File: config.mk
export PLATFORM = sky130hd
export DESIGN_NAME = extmem_dma
export DESIGN_NICKNAME = d
export VERILOG_FILES = /design/src/rtl/dma_pkg.sv /design/src/rtl/dma_addr_gen.sv /design/src/rtl/extmem_dma.sv
export SDC_FILE = /design/constraint.sdc
export NUM_CORES = 1
export LEC_CHECK = 0
export CORE_MARGIN = 2
export CORE_UTILIZATION = 35
export CTS_BUF_LIST = sky130_fd_sc_hd__clkbuf_2 sky130_fd_sc_hd__clkbuf_4 sky130_fd_sc_hd__clkbuf_8
export DETAILED_ROUTE_END_ITERATION = 16
export SYNTH_ARGS = -nofsm -noshare
export SYNTH_HDL_FRONTEND = slang
export SYNTH_SLANG_ARGS = --single-unit
File: constraint.sdc
create_clock -name clk -period 7.6 [get_ports clk]
set_input_delay 1.52 -clock clk [delete_from_list [all_inputs] [get_ports clk]]
set_output_delay 1.52 -clock clk [all_outputs]
set_load 0.02 [all_outputs]
File: src/rtl/dma_pkg.sv
// rtl/dma_pkg.sv - shared types and memory-map constants for extmem_dma
package dma_pkg;

    typedef enum logic [2:0] {
        IDLE      = 3'd0,
        LD_REQ    = 3'd1,
        LD_WAIT   = 3'd2,
        LD_WR     = 3'd3,
        ST_STREAM = 3'd4,
        ST_DRAIN  = 3'd5,
        DONE      = 3'd6
    } dma_state_t;

    localparam logic DIR_LOAD  = 1'b0;
    localparam logic DIR_STORE = 1'b1;

    // External word-address region bases of the inverted_residual_block image
    localparam logic [31:0] OFFSET_INF_CONV = 32'd0;
    localparam logic [31:0] OFFSET_FMI      = 32'd2  * 32'd1048576;
    localparam logic [31:0] OFFSET_FMO      = 32'd4  * 32'd1048576;
    localparam logic [31:0] OFFSET_KEX      = 32'd6  * 32'd1048576;
    localparam logic [31:0] OFFSET_KPW      = 32'd26 * 32'd1048576;
    localparam logic [31:0] OFFSET_KDW      = 32'd44 * 32'd1048576;

endpackage

File: src/rtl/dma_addr_gen.sv
// rtl/dma_addr_gen.sv - word counter, external/local address adders and end-of-transfer compare
module dma_addr_gen #(
    parameter int ADDR_W  = 32,
    parameter int LADDR_W = 12,
    parameter int LEN_W   = 16
) (
    input  logic               clk,
    input  logic               rst,
    input  logic               load_i,
    input  logic               inc_i,
    input  logic [ADDR_W-1:0]  ext_base_i,
    input  logic [LADDR_W-1:0] loc_base_i,
    input  logic [LEN_W-1:0]   len_i,
    output logic [ADDR_W-1:0]  ext_prev_o,
    output logic [ADDR_W-1:0]  ext_next_o,
    output logic [LADDR_W-1:0] loc_addr_o,
    output logic               first_o,
    output logic               last_o
);

    logic [ADDR_W-1:0]  ext_base_q;
    logic [LADDR_W-1:0] loc_base_q;
    logic [LEN_W-1:0]   len_q;
    logic [LEN_W-1:0]   idx_q;

    always_ff @(posedge clk) begin
        if (!rst) begin
            ext_base_q <= '0;
            loc_base_q <= '0;
            len_q      <= '0;
            idx_q      <= '0;
        end else if (load_i) begin
            ext_base_q <= ext_base_i;
            loc_base_q <= loc_base_i;
            len_q      <= len_i;
            idx_q      <= '0;
        end else if (inc_i) begin
            idx_q <= idx_q + LEN_W'(1);
        end
    end

    // Both adders truncate to their port width, so addresses wrap silently
    assign ext_prev_o = ext_base_q + ADDR_W'(idx_q) - ADDR_W'(1);
    assign ext_next_o = ext_base_q + ADDR_W'(idx_q) + ADDR_W'(1);
    assign loc_addr_o = loc_base_q + LADDR_W'(idx_q);
    assign first_o    = (idx_q == '0);
    assign last_o     = ((idx_q + LEN_W'(1)) == len_q);

endmodule

File: src/rtl/extmem_dma.sv
// rtl/extmem_dma.sv - word-granular DMA between the external-memory port and the tile RAMs
module extmem_dma
    import dma_pkg::*;
#(
    parameter int ADDR_W  = 32,
    parameter int DATA_W  = 32,
    parameter int LADDR_W = 12,
    parameter int LEN_W   = 16
) (
    input  logic               clk,
    input  logic               rst,
    input  logic               start,
    input  logic               dir,
    input  logic [ADDR_W-1:0]  ext_base,
    input  logic [LADDR_W-1:0] loc_base,
    input  logic [LEN_W-1:0]   len,
    output logic               busy,
    output logic               finish,
    output logic               request_extmem,
    output logic               write_extmem,
    output logic [ADDR_W-1:0]  addr_extmem,
    output logic [DATA_W-1:0]  w_data,
    input  logic               valid_extmem,
    input  logic [DATA_W-1:0]  data_extmem,
    output logic               ram_we,
    output logic               ram_re,
    output logic [LADDR_W-1:0] ram_addr,
    output logic [DATA_W-1:0]  ram_wdata,
    input  logic [DATA_W-1:0]  ram_rdata
);

    dma_state_t         state_q;
    logic [DATA_W-1:0]  rd_data_q;
    logic               busy_q, finish_q, request_q, write_q, ram_we_q, ram_re_q;
    logic [ADDR_W-1:0]  addr_q;
    logic [LADDR_W-1:0] ram_addr_q;
    logic [DATA_W-1:0]  ram_wdata_q;

    logic               load_cmd, inc_idx, first, last;
    logic [ADDR_W-1:0]  ext_prev, ext_next;
    logic [LADDR_W-1:0] loc_addr;

    assign load_cmd = (state_q == IDLE) && start;
    assign inc_idx  = (state_q == LD_WR) || (state_q == ST_STREAM);

    dma_addr_gen #(
        .ADDR_W  (ADDR_W),
        .LADDR_W (LADDR_W),
        .LEN_W   (LEN_W)
    ) u_addr_gen (
        .clk        (clk),
        .rst        (rst),
        .load_i     (load_cmd),
        .inc_i      (inc_idx),
        .ext_base_i (ext_base),
        .loc_base_i (loc_base),
        .len_i      (len),
        .ext_prev_o (ext_prev),
        .ext_next_o (ext_next),
        .loc_addr_o (loc_addr),
        .first_o    (first),
        .last_o     (last)
    );

    // Request pulses are issued on entry to LD_REQ to keep the load loop at four cycles;
    // all other strobes trail their state by one cycle, lining up with the RAM read latency.
    always_ff @(posedge clk) begin
        if (!rst) begin
            state_q     <= IDLE;
            rd_data_q   <= '0;
            busy_q      <= 1'b0;
            finish_q    <= 1'b0;
            request_q   <= 1'b0;
            write_q     <= 1'b0;
            ram_we_q    <= 1'b0;
            ram_re_q    <= 1'b0;
            addr_q      <= '0;
            ram_addr_q  <= '0;
            ram_wdata_q <= '0;
        end else begin
            finish_q  <= 1'b0;
            request_q <= 1'b0;
            write_q   <= 1'b0;
            ram_we_q  <= 1'b0;
            ram_re_q  <= 1'b0;
            unique case (state_q)
                IDLE: begin
                    if (start) begin
                        busy_q <= 1'b1;
                        if (len == '0) begin
                            state_q <= DONE;
                        end else if (dir == DIR_LOAD) begin
                            state_q   <= LD_REQ;
                            request_q <= 1'b1;
                            addr_q    <= ext_base;
                        end else begin
                            state_q <= ST_STREAM;
                        end
                    end
                end
                LD_REQ: state_q <= LD_WAIT;
                LD_WAIT: begin
                    if (valid_extmem) begin
                        rd_data_q <= data_extmem;
                        state_q   <= LD_WR;
                    end
                end
                LD_WR: begin
                    ram_we_q    <= 1'b1;
                    ram_addr_q  <= loc_addr;
                    ram_wdata_q <= rd_data_q;
                    if (last) begin
                        state_q <= DONE;
                    end else begin
                        state_q   <= LD_REQ;
                        request_q <= 1'b1;
                        addr_q    <= ext_next;
                    end
                end
                ST_STREAM: begin
                    ram_re_q   <= 1'b1;
                    ram_addr_q <= loc_addr;
                    if (!first) begin
                        write_q <= 1'b1;
                        addr_q  <= ext_prev;
                    end
                    if (last) state_q <= ST_DRAIN;
                end
                ST_DRAIN: begin
                    write_q <= 1'b1;
                    addr_q  <= ext_prev;
                    state_q <= DONE;
                end
                DONE: begin
                    finish_q <= 1'b1;
                    busy_q   <= 1'b0;
                    state_q  <= IDLE;
                end
                default: state_q <= IDLE;
            endcase
        end
    end

    assign busy           = busy_q;
    assign finish         = finish_q;
    assign request_extmem = request_q;
    assign write_extmem   = write_q;
    assign addr_extmem    = addr_q;
    assign w_data         = write_q ? ram_rdata : '0;
    assign ram_we         = ram_we_q;
    assign ram_re         = ram_re_q;
    assign ram_addr       = ram_addr_q;
    assign ram_wdata      = ram_wdata_q;

endmodule

==> impl_metrics.json, run 1 <==
{
  "status": "finished clean",
  "cts_root_buf": "sky130_fd_sc_hd__clkbuf_8",
  "slew_violations": 0,
  "drive_gt1_frac": 0.0357,
  "area.sequential_sq_um": 3860,
  "top_flip_flop_cell_by_instance_count_after_synthesis": "sky130_fd_sc_hd__dfxtp_1",
  "max-cap-violations": 0,
  "synth_top_family_by_area": "simple AND/OR/NAND/NOR gates",
  "fillers": 3156,
  "power_density_nw_per_um2": 173,
  "minimum_setup_slack_among_reg_to_reg_paths_ps": 1450,
  "min_period_over_period": 0.809,
  "cp-end-kind": "flop",
  "cts_resized": 0,
  "dieArea_sq_um": 33200,
  "via_count_of_the_first_global_routing_pass": 10016,
  "timing.hold.ws_ps": 456,
  "timing.max_slew.rel_slack": 0.416,
  "path_class": "reg2reg",
  "start_util": 0.354,
  "vias_per_cell": 5.22,
  "worstMarginPinSlew_ps": 865,
  "clock_transition_time_at_the_flip_flop_clock_pins_of_the_worst_setup_and_hold_paths_ps": 120,
  "max-vdd-ir-drop_uv": 103,
  "postCtsSetupBuffers": 0,
  "placeableCoreArea_sq_um": 31400,
  "multi_input_gate_area_sq_um": 6760,
  "clockBufferDepth": 2,
  "totalWireLength_microns": 34300,
  "synth_async_sr_flop_share": 0,
  "groute.usage.overall": 0.202,
  "layout.cells.most_common_list": "sky130_fd_sc_hd__nand2_1 (333), sky130_fd_sc_hd__clkdlybuf4s50_1 (241), sky130_fd_sc_hd__dfxtp_1 (193)",
  "whs_path_depth": 2,
  "post-route-min-period_ps": 6150,
  "muxShareOfSynthArea": 0.00721,
  "worstHoldStart": "rd_data_q[3]$_SDFFE_PN0P_",
  "synth_area_sq_um": 11100,
  "cts_tree": "done",
  "cp_cell_sequence": "ha_1 -> nor2b_1 -> o21ai_0 -> a21boi_0 -> o21a_1 -> o41ai_1 -> o21ai_0 -> a41oi_1 -> nor2_1 -> xor2_1 -> ha_1 -> nand2_1 -> o21ai_0 -> nor2_1 -> or4_1 -> a21oi_1 -> o21bai_1 -> a31oi_1 -> mux2i_1 -> a31oi_1",
  "cts_buffers": 17,
  "regToRegStartpoint": "u_addr_gen.idx_q[2]$_SDFFE_PP0P_",
  "worstPathRequired_ps": 7970,
  "lkg_pwr_nw": 5.44,
  "hold_class": "reg2reg",
  "mostFrequentLayoutCell": "sky130_fd_sc_hd__nand2_1",
  "htreeDepth": 4,
  "insertion_delay_of_the_later_clocked_pin_in_the_worst_skew_pair_ps": 500,
  "compound_gate_fraction_of_synth_area": 0.222,
  "fin_worst_skew_ps": 22.1,
  "synthTopCellsByArea": "sky130_fd_sc_hd__dfxtp_1 (35%), sky130_fd_sc_hd__nand2_1 (11%), sky130_fd_sc_hd__a21oi_1 (8.3%)",
  "first_pass_grt_wire_length_microns": 53800,
  "grt_antenna_before_repair": 1,
  "number_of_nets_in_the_finished_design": 1830,
  "synth_largest_area_cell": "sky130_fd_sc_hd__dfxtp_1",
  "std_cell_rows": 65,
  "chipWidth_microns": 182,
  "distinct_cell_type_count_of_the_synthesized_netlist": 64,
  "drc_errors": 0,
  "synth_simple_gate_area_frac": 0.236,
  "synth_xor_xnor_area_share": 0.0694,
  "grt_start_max_net_pins": 74,
  "die_height_microns": 182,
  "synth_edf_count": 0,
  "hold-path-endpoint": "ram_wdata[3]$_SDFFE_PN0P_",
  "synthAdderAreaFrac": 0.0719,
  "dp_hpwl_microns": 24600,
  "arrival_ps": 6520,
  "hold_violations": 0,
  "wl_per_cell_microns": 16.7,
  "ys.warnings.count": 0,
  "syn_avg_cell_area_sq_um": 7.66,
  "numPortBuffers": 242,
  "drt-initial-drc-count": 765,
  "via_count": 10728,
  "worstSetupStartpointType": "flop",
  "finalSetupViolations": 0,
  "path_max_fanout": 13,
  "postCtsHoldBufs": 0,
  "r2r-end": "addr_extmem[29]$_SDFFE_PN0P_",
  "cp_slowest_cell": "sky130_fd_sc_hd__o41ai_1",
  "timing.critical_path.mode_cell": "sky130_fd_sc_hd__o21ai_0",
  "grt_remaining_overflow": 0,
  "synth.yosys.seq_area_share": 0.348,
  "final.setup.tns_ps": 0,
  "drt_first_pass_iters": 5,
  "synth_largest_type_area_fraction": 0.348,
  "rsz0062_at_grt": "false",
  "rd_place_congestion": 0.900,
  "postSynthRegisterBits": 193,
  "cts.sink_count": 193,
  "post_synth_inst_count": 1449,
  "area.growth.synth_to_final_pct": 27.7,
  "ant_nets": 0,
  "synth_nets": 1640,
  "fmax_mhz": 163,
  "r2r_cells": 20,
  "num_io_pins": 243,
  "crit_path_max_incr_delay_ps": 710
}
## registers in the layout, indices dropped and copies added (netlist names)
| signal | count |
|---|---|
| state_q | 3 |
| rd_data_q | 32 |
| write_extmem | 1 |
| busy | 1 |
| ram_addr | 12 |
| u_addr_gen.ext_base_q | 32 |
| u_addr_gen.idx_q | 16 |
| finish | 1 |
| addr_extmem | 32 |
| u_addr_gen.len_q | 16 |
| ram_we | 1 |
| u_addr_gen.loc_base_q | 12 |
| ram_re | 1 |
| ram_wdata | 32 |
| request_extmem | 1 |
## logic make-up (layout without fill, tap and decap cells)
logic type / count (synthesis) / after routing
AND/OR/NAND/NOR: 581 / 581
other: 0 / 1
flip-flops: 193 / 193
XOR/XNOR: 88 / 88
AO/OA/AOI/OAI: 401 / 401
adder cells (fa/ha/maj): 62 / 62
buffers and inverters: 116 / 319
multiplexers: 8 / 8
## how the worst max path moves through the flow
| stage | startpoint | endpoint | slack [ps] | cells past startpoint |
|---|---|---|---|---|
| after floorplan | u_addr_gen.idx_q[0]$_SDFFE_PP0P_ | addr_extmem[31]$_SDFFE_PN0P_ | 2740 | 21 |
| final | u_addr_gen.idx_q[2]$_SDFFE_PP0P_ | addr_extmem[29]$_SDFFE_PN0P_ | 1450 | 20 |
| after CTS | u_addr_gen.idx_q[2]$_SDFFE_PP0P_ | addr_extmem[29]$_SDFFE_PN0P_ | 1460 | 20 |
| after detailed placement | u_addr_gen.idx_q[2]$_SDFFE_PP0P_ | addr_extmem[29]$_SDFFE_PN0P_ | 1480 | 20 |
| after global routing | u_addr_gen.idx_q[2]$_SDFFE_PP0P_ | addr_extmem[29]$_SDFFE_PN0P_ | 900 | 20 |
| after global placement | u_addr_gen.idx_q[2]$_SDFFE_PP0P_ | addr_extmem[29]$_SDFFE_PN0P_ | 1680 | 20 |
## power by group
| part | switching [mW] | total (mW) | internal (mW) | leakage, nW |
|---|---|---|---|---|
| clock network | 0.443 | 0.725 | 0.282 | 0.214 |
| logic | 0.343 | 0.608 | 0.265 | 3.65 |
| registers | 0.0507 | 1.13 | 1.08 | 1.57 |
## worst max-delay path: cells and delay by family, from the launching register on
family	cells	cell delay, ps
AOI/OAI and AO/OA	11	3440
xor gates and xnor gates	1	170
adders and majority gates	2	690
DFF	1	610
muxes	1	210
and+or+nand+nor	5	900
## synth_stat cells (9+ instances only)
master,count
sky130_fd_sc_hd__o21bai_1,9
sky130_fd_sc_hd__a21oi_1,184
sky130_fd_sc_hd__and3_1,9
sky130_fd_sc_hd__nand3_1,27
sky130_fd_sc_hd__a211oi_1,12
sky130_fd_sc_hd__o21ai_0,63
sky130_fd_sc_hd__inv_1,33
sky130_fd_sc_hd__ha_1,59
sky130_fd_sc_hd__o211a_1,19
sky130_fd_sc_hd__xnor2_1,52
sky130_fd_sc_hd__o211ai_1,17
sky130_fd_sc_hd__nand2b_1,9
sky130_fd_sc_hd__and2_1,47
sky130_fd_sc_hd__dfxtp_1,193
sky130_fd_sc_hd__nor4_1,10
sky130_fd_sc_hd__a21o_1,18
sky130_fd_sc_hd__clkbuf_1,67
sky130_fd_sc_hd__a21boi_0,17
sky130_fd_sc_hd__nand4_1,10
sky130_fd_sc_hd__nor2_1,74
sky130_fd_sc_hd__nor2b_1,10
sky130_fd_sc_hd__a31oi_1,19
sky130_fd_sc_hd__xor2_1,36
sky130_fd_sc_hd__nand2_1,333
sky130_fd_sc_hd__nor3_1,18
## per-layer routing
metal | wire length, microns | up-vias | global-route usage
met5 | 0 | - | 0
met4 | 656 | 0 | 0.0600
met3 | 1280 | 33 | 0.0281
met2 | 16700 | 226 | 0.345
met1 | 15700 | 5030 | 0.266
li1 | - | 5439 | -
## stage by stage
step	power (mW)	util	cells	area, sq um	setup WS (ps)
after floorplan	1.52	-	1449	11100	2740
after global placement	1.75	0.438	2022	13800	1680
after detailed placement	1.76	0.438	2022	13800	1480
after CTS	2.49	0.452	2054	14200	1460
after global routing	2.59	0.452	2055	14200	901
final	2.46	0.452	2055	14200	1450
## layout make-up
type / instances / share of cell area
repair buffers: 254 / 0.177
multi-input cells: 1140 / 0.476
inverters: 33 / 0.00882
well taps: 402 / 0.0355
clock inverters: 15 / 0.0135
diodes: 1 / 0.000176
clock buffers: 17 / 0.0165
flip-flops and latches: 193 / 0.272
No activity file was read; power rests on OpenSTA's default activity.
==> run 2: changes to the inputs <==
==> constraint.sdc (replaced) <==
create_clock -name clk -period 6.1 [get_ports clk]
set_input_delay 1.22 -clock clk [delete_from_list [all_inputs] [get_ports clk]]
set_output_delay 1.22 -clock clk [all_outputs]
set_load 0.02 [all_outputs]
==> impl_metrics.json, run 2 (synthesis results as in run 1) <==
{
  "status": "finished clean",
  "postCtsSetupBuffers": 0,
  "placeableCoreArea_sq_um": 31400,
  "clock_transition_time_at_the_flip_flop_clock_pins_of_the_worst_setup_and_hold_paths_ps": 140,
  "number_of_nets_in_the_finished_design": 1838,
  "setup_ws_pre_cts_ps": 664,
  "insertion_delay_of_the_later_clocked_pin_in_the_worst_skew_pair_ps": 520,
  "num_io_pins": 243,
  "multi_input_gate_area_sq_um": 6760,
  "cp-end-kind": "flop",
  "clockBufferDepth": 2,
  "hold_class": "reg2reg",
  "grt_antenna_before_repair": 0,
  "drt_first_pass_iters": 5,
  "grt_remaining_overflow": 0,
  "path_class": "reg2reg",
  "groute.usage.overall": 0.203,
  "final.setup.tns_ps": 0,
  "fmax_mhz": 181,
  "worstSetupStartpointType": "flop",
  "arrival_ps": 5910,
  "diodes": 0,
  "die_height_microns": 182,
  "worstMarginPinSlew_ps": 781,
  "numPortBuffers": 242,
  "fillers": 3166,
  "first_pass_grt_wire_length_microns": 54400,
  "totalWireLength_microns": 34300,
  "dp_hpwl_microns": 24900,
  "finalNonFillerCells": 2062,
  "rsz0062_at_grt": "false",
  "layout.cells.most_common_list": "sky130_fd_sc_hd__nand2_1 (333), sky130_fd_sc_hd__clkdlybuf4s50_1 (241), sky130_fd_sc_hd__dfxtp_1 (193)",
  "cts_tree": "done",
  "post-route-min-period_ps": 5530,
  "fin_worst_skew_ps": 24.9,
  "ant_nets": 0,
  "worstPathRequired_ps": 6480,
  "std_cell_rows": 65,
  "cts_resized": 0,
  "timing.critical_path.mode_cell": "sky130_fd_sc_hd__o21ai_0",
  "cp_slowest_cell": "sky130_fd_sc_hd__o21ai_0",
  "start_util": 0.354,
  "power_density_nw_per_um2": 217,
  "slew_violations": 0,
  "max-vdd-ir-drop_uv": 191,
  "via_count": 10719,
  "hold_violations": 0,
  "cts_root_buf": "sky130_fd_sc_hd__clkbuf_8",
  "htreeDepth": 4,
  "postCtsHoldBufs": 0,
  "area.growth.synth_to_final_pct": 28.4,
  "mostFrequentLayoutCell": "sky130_fd_sc_hd__nand2_1",
  "place_inst": 2030,
  "drc_errors": 0,
  "cp_cell_sequence": "ha_1 -> inv_1 -> fa_1 -> nor2b_1 -> o21ai_0 -> a21boi_0 -> o21a_1 -> o41ai_1 -> buf_4 -> o21ai_0 -> a211o_1 -> o2111ai_1 -> xnor2_1 -> ha_1 -> a21oi_1 -> o21ai_0 -> nor2_1 -> or4_1 -> a21oi_1 -> o21bai_1 -> a31oi_1 -> mux2i_1 -> a31oi_1",
  "max-cap-violations": 0,
  "finalSetupViolations": 0,
  "dieArea_sq_um": 33200,
  "cts_buffers": 17,
  "min_period_over_period": 0.906,
  "final_setup_slack_of_the_worst_path_ps": 571,
  "vias_per_cell": 5.20,
  "timing.max_slew.rel_slack": 0.479,
  "timing.hold.ws_ps": 442,
  "drive_gt1_frac": 0.0404,
  "rd_place_congestion": 0.843,
  "path_max_fanout": 8,
  "crit_path_max_incr_delay_ps": 520,
  "drt-initial-drc-count": 779,
  "wl_per_cell_microns": 16.6,
  "lkg_pwr_nw": 5.48,
  "via_count_of_the_first_global_routing_pass": 10135,
  "chipWidth_microns": 182,
  "area.sequential_sq_um": 3860,
  "cts.sink_count": 193,
  "grt_start_max_net_pins": 64
}
[run 2: path summary, 6_finish.rpt]
kind | startpoint | endpoint | slack [ps] | depth (start not counted)
max | u_addr_gen.idx_q[0]$_SDFFE_PP0P_ | addr_extmem[29]$_SDFFE_PN0P_ | 570 | 23
min | rd_data_q[17]$_SDFFE_PN0P_ | ram_wdata[17]$_SDFFE_PN0P_ | 440 | 2
max reg2reg | u_addr_gen.idx_q[0]$_SDFFE_PP0P_ | addr_extmem[29]$_SDFFE_PN0P_ | 570 | 23
min reg2reg | rd_data_q[17]$_SDFFE_PN0P_ | ram_wdata[17]$_SDFFE_PN0P_ | 440 | 2
[run 2: layout make-up]
type                    count  share of cell area
flip-flops and latches    193               0.271
inverters                  33             0.00877
clock buffers              17              0.0164
clock inverters            15              0.0147
well taps                 402              0.0353
multi-input cells        1140               0.474
repair buffers            262               0.180
[run 2: routing by layer]
metal,GRT usage,wire length [microns],share of wire
met3,0.0327,1350,0.039
met1,0.267,15900,0.46
met2,0.345,16400,0.48
met4,0.0565,679,0.020
met5,0,0,0
[run 2: power by group]
part	internal, mW	leakage, nW	switching, mW
registers	1.34	1.57	0.0607
clock network	0.335	0.220	0.599
logic	0.331	3.69	0.430
[run 2: worst max-delay path: cells and delay by family (launching register included)]
kind	cells	cell delay, ps
buffers and inverters	2	210
adder cells (fa/ha/maj)	3	980
AO/OA/AOI/OAI	13	2640
XOR/XNOR	1	160
AND/OR/NAND/NOR	3	690
flip-flops	1	500
multiplexers	1	220
[run 2: stage by stage]
step	instance area, sq um	power [mW]	util
finish	14300	3.10	0.454
global route	14300	3.26	0.454
CTS	14300	3.13	0.454
detailed placement	13800	2.19	0.440
global placement	13800	2.19	0.440
floorplan	11100	1.89	-
